### src/rtl/adc_serial_sequencer.sv
// Multi-channel readout sequencer for serial-slave SAR ADCs.
// Converts, waits for BUSY, shifts NCH lanes in parallel, stores a word per period.
module adc_serial_sequencer #(
   parameter int NCH      = 2,
   parameter int NBITS    = 18,
   parameter int OUTW     = 16,
   parameter int AW       = 14,
   parameter int SCLK_DIV = 1,
   parameter int CNV_W    = 2,
   parameter int BUSY_TMO = 255
) (
   input  logic                CLK,
   input  logic                RSTN,
   input  logic                START,
   input  logic                STOP,
   input  logic [15:0]         PERIOD,
   input  logic [AW:0]         NSAMP,
   output logic                CNVSTN,
   output logic                SCLK,
   input  logic [NCH-1:0]      BUSY,
   input  logic [NCH-1:0]      SDOUT,
   output logic                WE,
   output logic [AW-1:0]       WADDR,
   output logic [NCH*OUTW-1:0] WDATA,
   output logic                RUN,
   output logic                DONE,
   output logic                OVERRUN,
   output logic                TMO,
   output logic                WRAPPED
);

   localparam int BW = $clog2(NBITS);

   typedef enum logic [2:0] {
      S_IDLE,
      S_CONV,
      S_WAITB,
      S_SHIFT,
      S_STORE,
      S_HOLD
   } state_t;

   state_t           state;
   state_t           nxt;
   logic [15:0]      tcnt;
   logic [15:0]      pcnt;
   logic [15:0]      period_q;
   logic [AW:0]      nsamp_q;
   logic [AW:0]      cnt;
   logic [AW:0]      cnt_inc;
   logic [BW-1:0]    bcnt;
   logic [NBITS-1:0] sh [NCH];
   logic             sclk_q;
   logic             stop_q;
   logic             half_end;
   logic             fall;
   logic             last_bit;
   logic             term;
   logic             late;
   logic             busy_clr;
   logic             tmo_hit;

   assign busy_clr = &(~BUSY);
   assign half_end = (tcnt == 16'(SCLK_DIV - 1));
   assign fall     = (state == S_SHIFT) && half_end && sclk_q;
   assign last_bit = (bcnt == BW'(NBITS - 1));
   assign cnt_inc  = cnt + 1'b1;
   assign term     = ((nsamp_q != '0) && (cnt_inc == nsamp_q))
                     || stop_q || STOP;
   assign late     = ({1'b0, pcnt} + 17'd1) >= {1'b0, period_q};
   assign tmo_hit  = (state == S_WAITB) && (tcnt != '0) && !busy_clr
                     && (tcnt >= 16'(BUSY_TMO - 1));
   assign SCLK     = sclk_q;

   // state register
   always_ff @(posedge CLK or negedge RSTN) begin
      if (!RSTN) state <= S_IDLE;
      else       state <= nxt;
   end

   // next state, convert strobe and write strobe
   always_comb begin
      nxt    = state;
      CNVSTN = 1'b1;
      WE     = 1'b0;
      unique case (state)
         S_IDLE: begin
            if (START) nxt = S_CONV;
         end
         S_CONV: begin
            CNVSTN = 1'b0;
            if (tcnt >= 16'(CNV_W - 1)) nxt = S_WAITB;
         end
         S_WAITB: begin
            if (tcnt != '0 && (busy_clr || tmo_hit)) nxt = S_SHIFT;
         end
         S_SHIFT: begin
            if (fall && last_bit) nxt = S_STORE;
         end
         S_STORE: begin
            WE = 1'b1;
            if (term)      nxt = S_IDLE;
            else if (late) nxt = S_CONV;
            else           nxt = S_HOLD;
         end
         S_HOLD: begin
            if (late) nxt = S_CONV;
         end
         default: nxt = S_IDLE;
      endcase
   end

   // phase timer per state, period timer from first CONV cycle
   always_ff @(posedge CLK or negedge RSTN) begin
      if (!RSTN) begin
         tcnt <= '0;
         pcnt <= '0;
      end else begin
         if (nxt != state || (state == S_SHIFT && half_end))
            tcnt <= '0;
         else if (tcnt != '1)
            tcnt <= tcnt + 1'b1;
         if (state == S_CONV && tcnt == '0)
            pcnt <= 16'd1;
         else if (pcnt != '1)
            pcnt <= pcnt + 1'b1;
      end
   end

   // run control, serial shifting, address and sticky flags
   always_ff @(posedge CLK or negedge RSTN) begin
      if (!RSTN) begin
         sclk_q   <= 1'b0;
         bcnt     <= '0;
         stop_q   <= 1'b0;
         period_q <= '0;
         nsamp_q  <= '0;
         cnt      <= '0;
         WADDR    <= '0;
         RUN      <= 1'b0;
         DONE     <= 1'b0;
         OVERRUN  <= 1'b0;
         TMO      <= 1'b0;
         WRAPPED  <= 1'b0;
         for (int k = 0; k < NCH; k++) sh[k] <= '0;
      end else begin
         DONE <= 1'b0;
         if (state == S_IDLE) stop_q <= START & STOP;
         else                 stop_q <= stop_q | STOP;
         unique case (state)
            S_IDLE: begin
               if (START) begin
                  period_q <= PERIOD;
                  nsamp_q  <= NSAMP;
                  WADDR    <= '0;
                  cnt      <= '0;
                  OVERRUN  <= 1'b0;
                  TMO      <= 1'b0;
                  WRAPPED  <= 1'b0;
                  RUN      <= 1'b1;
               end
            end
            S_WAITB: begin
               if (tmo_hit) TMO <= 1'b1;
            end
            S_SHIFT: begin
               if (half_end) begin
                  sclk_q <= ~sclk_q;
                  if (sclk_q) begin
                     bcnt <= last_bit ? '0 : bcnt + 1'b1;
                     for (int k = 0; k < NCH; k++)
                        sh[k] <= {sh[k][NBITS-2:0], SDOUT[k]};
                  end
               end
            end
            S_STORE: begin
               for (int k = 0; k < NCH; k++) sh[k] <= '0;
               cnt   <= cnt_inc;
               WADDR <= WADDR + 1'b1;
               if (&WADDR) WRAPPED <= 1'b1;
               if (term) begin
                  RUN  <= 1'b0;
                  DONE <= 1'b1;
               end else if (late) begin
                  OVERRUN <= 1'b1;
               end
            end
            default: ;
         endcase
      end
   end

   // truncated words: keep the top OUTW bits of each lane
   always_comb begin
      WDATA = '0;
      for (int k = 0; k < NCH; k++)
         WDATA[k*OUTW +: OUTW] = sh[k][NBITS-1 -: OUTW];
   end

endmodule

### config.mk
export PLATFORM = sky130hd
export DESIGN_NAME = adc_serial_sequencer
export DESIGN_NICKNAME = d
export VERILOG_FILES = /design/src/rtl/adc_serial_sequencer.sv
export SDC_FILE = /design/constraint.sdc
export NUM_CORES = 1
export LEC_CHECK = 0
export ABC_AREA = 1
export CAP_MARGIN = 15
export CORE_AREA = 2 2 129 131
export CTS_BUF_LIST = sky130_fd_sc_hd__clkbuf_16
export CTS_CLUSTER_DIAMETER = 100
export DETAILED_ROUTE_END_ITERATION = 16
export DIE_AREA = 0 0 131 133
export HOLD_SLACK_MARGIN = 0.08
export PLACE_DENSITY = 0.8
export SETUP_SLACK_MARGIN = 0.15
export SLEW_MARGIN = 10
export SYNTH_ARGS = -nofsm -noshare
export SYNTH_HDL_FRONTEND = slang
export SYNTH_SLANG_ARGS = --single-unit
### constraint.sdc
create_clock -name CLK -period 3.8 [get_ports CLK]
set_input_delay 0.76 -clock CLK [delete_from_list [all_inputs] [get_ports CLK]]
set_output_delay 0.76 -clock CLK [all_outputs]
set_load 0.02 [all_outputs]
* Word-level counts from Yosys, hierarchy flattened
Cells that the tools add are included.
** Operators by class
- Add/sub/neg operators :: 6
- Order comparisons :: 3
- Eq/ne operators :: 18
- Multiplexer cells :: 36
- Bitwise logic cells :: 4
- Reduce and logical (&&, ||, !) cells :: 34
** Operator list (count)
- 36-bit two-way mux :: 2
- 36-bit one-hot mux with 2 select lines :: 1
- 16-bit two-way mux :: 4
- 16-bit by 1-bit adder with 16-bit output, second input constant :: 2
- 16-bit inequality test, second input constant :: 2
- 15-bit one-hot mux with 2 select lines :: 1
- 14-bit one-hot mux with 2 select lines :: 1
- 3-bit two-way mux :: 7
- 3-bit one-hot mux with 6 select lines :: 1
- 16-bit by 1-bit adder with 17-bit output, second input constant :: 1
- 17-bit by 16-bit >= comparator with 1-bit output :: 1
- 16-bit by 1-bit >= comparator with 1-bit output, second input constant :: 1
- 16-bit by 8-bit >= comparator with 1-bit output, second input constant :: 1
- 16-bit logical NOT :: 1
- 2-bit inequality test, second input constant :: 8
- 16-bit nonzero test :: 1
- 15-bit by 1-bit adder with 15-bit output, second input constant :: 1
- 15-bit == test :: 1
- 15-bit two-way mux :: 1
- 3-bit AND reduction :: 5
- 15-bit nonzero test :: 1
- 14-bit by 1-bit adder with 14-bit output, second input constant :: 1
- 14-bit two-way mux :: 1
- 14-bit AND reduction :: 1
- 20 further kinds :: 54
** Storage, ports and cells
- Bits in registers :: 143
- Input bits :: 39
- Output and inout port bits :: 54
- Word-level logic and storage cells :: 118

* Logic depth before layout (Yosys ltp)
Gate-level depths: netlist of the first run.
- Depth after elaboration :: 12
- Mapped depth :: 24
- Mapped depth without buffers :: 23

* Worst setup path before layout of the first run
OpenSTA, ideal clock, no wires.
- Path kind :: register -> register
- From :: register pcnt[0]
- To :: register tcnt[12]
- Arrival :: 2.922 ns
- Data required time :: 3.678 ns
- Setup slack :: 0.755 ns
- Stages on the path, launching flop included :: 22
- Path buffers :: 1
- Period minus slack after synthesis :: 3.045 ns
- Cells stage by stage :: dfrtp_1 -> ha_1 -> nand3_1 -> nor2_2 -> inv_1 -> nor2_1 -> nand2_1 -> nor2_1 -> nand3_1 -> xor2_1 -> inv_1 -> ha_1 -> nand2_1 -> nor2_1 -> nand2_1 -> nor4_1 -> nor2_2 -> nand4_1 -> nand4_1 -> nand3_4 -> buf_8 -> nor2_2
** Between the ends
- Word-level cells in the longest chain between the ends :: 8
- Elaborated cells on any way between the ends :: 10
- Those cells by class :: 1 x add/sub; 1 x order compare; 1 x eq/ne; 5 x mux; 2 x reduce/logical
** RTL lines
- start, declared :: RTL line 46 : logic [15:0] pcnt;
- start signal, assigned :: RTL line 126 : pcnt <= pcnt + 1'b1;
- 16-bit by 1-bit adder with 17-bit output (*) :: RTL line 70 : assign late = ({1'b0, pcnt} + 17'd1) >= {1'b0, period_q};
- 17-bit by 16-bit >= comparator with 1-bit output (*) :: RTL line 70
- 3-bit two-way mux :: RTL line 103 : else if (late) nxt = S_CONV;
- 3-bit two-way mux :: RTL line 102 : if (term) nxt = S_IDLE;
- 3-bit one-hot mux with 6 select lines (*) :: RTL line 86 : unique case (state)
- 3-bit inequality test (*) :: RTL line 119 : if (nxt != state || (state == S_SHIFT && half_end))
- 1-bit logical OR (*) :: RTL line 119
- 16-bit two-way mux / 2-bit nonzero test (equally long branches)
- end signal, assigned :: RTL line 122 : tcnt <= tcnt + 1'b1;
- end, declared :: RTL line 45 : logic [15:0] tcnt;
Every way passes the cells marked *; elsewhere a longest branch is shown, timed or not.
A chain may end at the register's enable or synchronous reset.

* Worst setup path after layout of the first run
- From :: register pcnt[0]
- To :: register tcnt[3]
Same word-level chain as after synthesis.

==> flow_summary.toml, run 1 <==
[status]
outcome = "completed"

[floorplan]
start_util_pct = 48.48
dieArea_mm2 = 0.01742
dieHeight_um = 133
coreArea_mm2 = 0.01617
ios = 93
row_count = 47
die_w_um = 131

[setup_path]
cp.arrival_ns = 3.81
reg2reg_from = "pcnt[0]"
path_buf_inv = 2
crit_path_end = "tcnt[3]"
cp_slowest_cell = "dfrtp_1"
crit_type = "reg -> reg"
critPathMaxFanout = 8
worst_ep_required_time_ns = 4.15
regToRegSetupSlack_ns = 0.34
reg2reg_to = "tcnt[3]"
critPathTopFamily = "simple AND/OR/NAND/NOR gates"
reg2reg_depth = 20
crit_start = "pcnt[0]"
cp-start-kind = "flip-flop"
cp_num_cells = 20
crit_chain = "ha_2, nand3_2, nor2_4, inv_1, nor2_2, nand2_1, nor2_1, nand3_1, xor2_1, inv_1, ha_1, a21oi_1, o211ai_1, nor2_1, nand3_1, nor2_2, nand4_1, nand4_1, nand3_4, nor2_1"
cpMostUsedCell = "nor2_1"
cp-end-kind = "flip-flop"
cpPeakStageDelay_ns = 0.39

[clock_tree]
worstSkewPairLatency_ns = 0.43
htree_levels = 4
numCtsBuffers = 17
clkSlewWorstSetupHoldPaths_ns = 0.06
cts_tree = "done"
cts_sinks = 143
root_buffer = "clkbuf_16"
clockBufferDepth = 2
cts_hold_buf = 0

[routing]
via_count = 6635
wire_per_inst_um = 13.66
drt_pass1_iterations = 5
antenna_left = 0
vias_per_cell = 5.159
drc = 0
drtIter0Drc = 541
routed_wl_mm = 17.56

[timing]
finClkSkew_ns = 0.009905
setup-violations-final = 0
slew_headroom_pct = 56.89
hold_violations = 0
hold_slack_ns = 0.3258
worstMarginPinSlew_ns = 0.6459
fin_tns_setup_ns = 0
min_period_ns = 3.460
timing.final.crit_share_pct = 91.04
max_freq_ghz = 0.2891
rsz0062_at_grt = "false"
report.final.slew_viol_count = 0

[place]
hpwlAfterDp_mm = 12.00
routabilityCongestion = 0.8820
port_buffers = 92

[global_routing]
antenna_found_initial = 1
grt_usage_pct = 21.31
grt_max_degree = 73
grt_pass1_wl_mm = 29.28
grt_pass1_vias = 6251
grt-ovfl-total = 0

[power]
p_leak_nw = 4.466
vdd_drop_max_v = 0.0003247
cellPowerDensity_mw_per_mm2 = 340.7

[logic_synthesis]
synthFlopType = "dfrtp_1"
syn_area_per_cell_um2 = 7.919
synth_fp_nets = 1054
ys_types = 46
ys_seq_area_share_pct = 45.64
synth.cell_area_mm2 = 0.007840
synth-seq-cells = 143
synth_edf_count = 0
synth-async-reset-ratio_pct = 100.0
synthCells = 990
yosys_warnings = 0

[finish]
utilization_pct = 57.96
final_common_cell = "nand2_1"
layout_common_cells = "nand2_1 (200), inv_1 (151), dfrtp_1 (143)"
nets = 1116
drive_above_1_share_pct = 8.357
area_delta_synth_final_pct = 19.55

[min_path]
hp-class = "in -> async"

[flow_run]
max-cap-violations = 0
==> metal layers <==
metal	share of wire, %	track usage, %	wire length, um
met3	4.2	4.650	741
met4	3.3	9.693	573
met5	0	0	0
met2	49	33.71	8537
met1	44	27.91	7711
==> worst reg2reg max path, stage by stage (launching register included) <==
cell and delay (ns):
dfrtp_1 0.39, ha_2 0.23, nand3_2 0.15, nor2_4 0.15
inv_1 0.07, nor2_2 0.12, nand2_1 0.09, nor2_1 0.14
nand3_1 0.11, xor2_1 0.18, inv_1 0.06, ha_1 0.30
a21oi_1 0.17, o211ai_1 0.10, nor2_1 0.15, nand3_1 0.13
nor2_2 0.16, nand4_1 0.13, nand4_1 0.24, nand3_4 0.20
nor2_1 0.13
==> area by class of cell <==
cell class	count	area, um2
Antenna cell	1	2.502
Clock buffer	17	425.4
Clock inverter	15	127.6
Fill cell	1422	6799
Inverter	156	585.6
Multi-Input combinational cell	633	3376
Sequential cell	143	3578
Tap cell	220	275.3
Timing Repair Buffer	101	1002
==> cells in the mapped netlist (all sizes together) (2+ instances only) <==
cell type | count | share of area (%)
nor3b | 2 | 0.19
nor2 | 94 | 5.5
ha | 25 | 4.0
nand3b | 3 | 0.29
o22ai | 10 | 0.80
inv | 155 | 7.4
a21oi | 23 | 1.5
a22oi | 4 | 0.38
nand2 | 208 | 10
a31oi | 5 | 0.40
o21ai | 98 | 6.3
o21bai | 3 | 0.34
xor2 | 15 | 1.7
xnor2 | 5 | 0.56
buf | 38 | 3.6
dfrtp | 143 | 46
nand3 | 93 | 6.4
o211ai | 3 | 0.35
nor3 | 8 | 0.64
clkbuf | 21 | 1.0
a22o | 2 | 0.22
nand4 | 23 | 1.8
==> registers in the layout, indices dropped and copies added, names as in the netlist <==
| register | flops |
|---|---|
| sh | 4 |
| WRAPPED | 1 |
| pcnt | 16 |
| WDATA | 32 |
| tcnt | 16 |
| nsamp_q | 15 |
| state | 3 |
| cnt | 15 |
| stop_q | 1 |
| TMO | 1 |
| bcnt | 5 |
| OVERRUN | 1 |
| period_q | 16 |
| SCLK | 1 |
| WADDR | 14 |
| RUN | 1 |
| DONE | 1 |
==> power breakdown <==
group,internal (W),switching (W)
sequential,0.00152,0.00000000000000000000582
clock,0.000947,0.000650
combinational,0.0000372,0.0000358
total,0.00251,0.000685
==> through the flow <==
step | area (um2) | power (W) | worst slack (ns) | std cells
after floorplan | 7840 | 0.001552 | 0.7551 | 990
after global placement | 8760 | 0.001626 | 0.5546 | 1251
after detailed placement | 8760 | 0.001626 | 0.2968 | 1251
after CTS | 9313 | 0.003216 | 0.2754 | 1283
after global routing | 9373 | 0.003299 | 0.04090 | 1286
final | 9373 | 0.003193 | 0.3404 | 1286
==> worst min path at each step <==
stage | end | slack, ns | cells after the start
floorplan | bcnt[4] | 0.43 | 1
CTS | WDATA[24] | 0.35 | 1
finish | WDATA[24] | 0.33 | 1
global placement | RUN | 0.46 | 2
global route | WDATA[24] | 0.38 | 1
detailed placement | bcnt[4] | 0.46 | 1
==> kinds of logic (layout without fill, tap and decap cells) <==
kind of cell | count (synthesis) | in the layout | share of synthesized area (%)
other | 0 | 1 | 0
buffers and inverters | 215 | 289 | 12.07
adders and majority gates | 25 | 25 | 3.990
xor gates and xnor gates | 20 | 20 | 2.234
AOI/OAI and AO/OA | 152 | 152 | 10.69
DFF | 143 | 143 | 45.64
and+or+nand+nor | 435 | 436 | 25.38
==> what timing repair did <==
| action | 4_1_cts | 5_1_grt |
|---|---|---|
| buffers inserted | 0 | 1 |
| setup endpoints to repair | 0 | 16 |
| resized for setup | 0 | 8 |
(Power assumes the default switching activity.)
==> run 2: changes to the inputs <==
ABC_CLOCK_PERIOD_IN_PS = 3800   (was not set)
CORE_AREA = 2 2 121 123   (was 2 2 129 131)
DIE_AREA = 0 0 123 125   (was 0 0 131 133)
PLACE_DENSITY = 0.89   (was 0.8)
==> run 2 against run 1 <==
Compared with the run above: global-route usage grew 2.9 points; sequential share of layout area up 0.056 points; register-to-register slack better by 0.05 ns; critical path depth up 2; wire length is 3.1% higher; sequential cell count is the same; highest routed layer unchanged.
==> flow_summary.toml, run 2 (synthesis results as in run 1) <==
[status]
outcome = "completed"

[place]
routabilityCongestion = 0.9305
hpwlAfterDp_mm = 12.11
port_buffers = 92

[setup_path]
cp.arrival_ns = 3.72
cp-start-kind = "flip-flop"
critPathMaxFanout = 8
crit_type = "reg -> reg"
worst_ep_required_time_ns = 4.11
cp-end-kind = "flip-flop"

[floorplan]
die_w_um = 123
coreArea_mm2 = 0.01420
start_util_pct = 55.20
row_count = 44
dieHeight_um = 125
ios = 93
dieArea_mm2 = 0.01538

[global_routing]
grt_pass1_vias = 6405
antenna_found_initial = 0
grt_usage_pct = 24.19
grt-ovfl-total = 0
grt_max_degree = 85
grt_pass1_wl_mm = 29.53

[power]
p_leak_nw = 4.495
cellPowerDensity_mw_per_mm2 = 344.6
vdd_drop_max_v = 0.0003195

[timing]
max_freq_ghz = 0.2932
hold_violations = 0
setup-violations-final = 0
timing.final.crit_share_pct = 89.75
worstMarginPinSlew_ns = 0.7634
finClkSkew_ns = 0.01297
report.final.slew_viol_count = 0
fin_tns_setup_ns = 0
slew_headroom_pct = 49.11
min_period_ns = 3.411
rsz0062_at_grt = "false"

[finish]
diodes = 0
final_common_cell = "nand2_1"
area_delta_synth_final_pct = 19.37
drive_above_1_share_pct = 8.622
largest_reg_flops = 32
utilization_pct = 65.89
fillers = 1078
nets = 1118
layout_common_cells = "nand2_1 (200), inv_1 (155), dfrtp_1 (143)"

[clock_tree]
cts_sinks = 143
clockBufferDepth = 2
worstSkewPairLatency_ns = 0.43
numCtsBuffers = 17
clkSlewWorstSetupHoldPaths_ns = 0.06
cts_tree = "done"
htree_levels = 4
root_buffer = "clkbuf_16"

[routing]
drtIter0Drc = 663
wire_per_inst_um = 14.48
routed_wl_mm = 18.11
drc = 0
drt_pass1_iterations = 5
wl_met1_mm = 7.619
routed-wl-met3_um = 996
via_count = 6774
dr_wl_met2_mm = 8.909
topRoutingLayerUsed = "met4"
vias_per_cell = 5.415
antenna_left = 0

[min_path]
hp-class = "in -> async"

[flow_run]
max-cap-violations = 0
==> run 2: final timing paths <==
kind | start | end | slack, ns | cells past startpoint
worst max-delay path | pcnt[0] | tcnt[4] | 0.39 | 22
worst min-delay path | RSTN | WDATA[2] | 0.35 | 1
worst max register to register | pcnt[0] | tcnt[4] | 0.39 | 22
worst min register to register | bcnt[4] | bcnt[4] | 0.47 | 1
max in group asynchronous | RSTN | tcnt[1] | 2.59 | 2
min in group CLK | bcnt[4] | bcnt[4] | 0.47 | 1
==> run 2: through the flow <==
step / instance area [um2] / power, W / cells / hold WS (ns) / setup slack (ns)
after global routing: 9359 / 0.003315 / 1251 / 0.4313 / 0.09110
after CTS: 9280 / 0.003238 / 1248 / 0.4072 / 0.3306
after global placement: 8710 / 0.001626 / 1216 / 0.4551 / 0.5882
after detailed placement: 8710 / 0.001626 / 1216 / 0.4583 / 0.3771
after floorplan: 7840 / 0.001552 / 990 / 0.4334 / 0.7551
final: 9359 / 0.003225 / 1251 / 0.3470 / 0.3894
==> run 2: final cells by class <==
type	instances	area [um2]	share of cell area, %
inverters	156	585.6	6.257
clock inverters	15	145.1	1.551
repair buffers	103	1005	10.74
flip-flops and latches	143	3578	38.24
clock buffers	17	425.4	4.545
multi-input cells	633	3390	36.22
well taps	184	230.2	2.460
==> run 2: timing repair <==
action	in CTS	in global routing
resized for setup	0	12
setup buffers	0	2
hold buffers	0	0
setup endpoints to repair	0	16
==> run 2: critical path, stage by stage, from the launching register on <==
cell	delay [ns]
dfrtp_1	0.39
ha_2	0.22
nand3_2	0.14
nor2_4	0.13
inv_1	0.05
nor2_1	0.12
nand2_1	0.10
nor2_2	0.12
nand3_1	0.10
xor2_1	0.17
inv_1	0.06
ha_1	0.33
nand2_1	0.10
inv_1	0.08
nand3_2	0.10
nor2_2	0.14
nand2_1	0.07
nand3_1	0.14
nor2_4	0.06
nand4_1	0.12
nand4_1	0.25
nand3_4	0.24
nor2_1	0.06
==> run 2: routing by layer <==
layer | up-vias | track usage (%)
li1 | 3299 | -
met1 | 3187 | 31.44
met2 | 241 | 38.80
met3 | 47 | 5.611
met4 | 0 | 10.16
met5 | - | 0
==> run 2: power by group <==
| group | switching, W | internal (W) | total [W] |
|---|---|---|---|
| Sequential | 0.00000000000000000000632 | 0.00152 | 0.00152 |
| Combinational | 0.0000367 | 0.0000365 | 0.0000732 |
| Clock | 0.000667 | 0.000963 | 0.00163 |
| Total | 0.000704 | 0.00252 | 0.00323 |
==> run 3: changes to the inputs <==
CORE_AREA = 2 2 129 131   (was 2 2 121 123)
DIE_AREA = 0 0 131 133   (was 0 0 123 125)
PLACE_DENSITY = 0.8   (was 0.89)
==> results of run 3 <==
No change in the layout: final DEF, timing and power equal those of run 1.
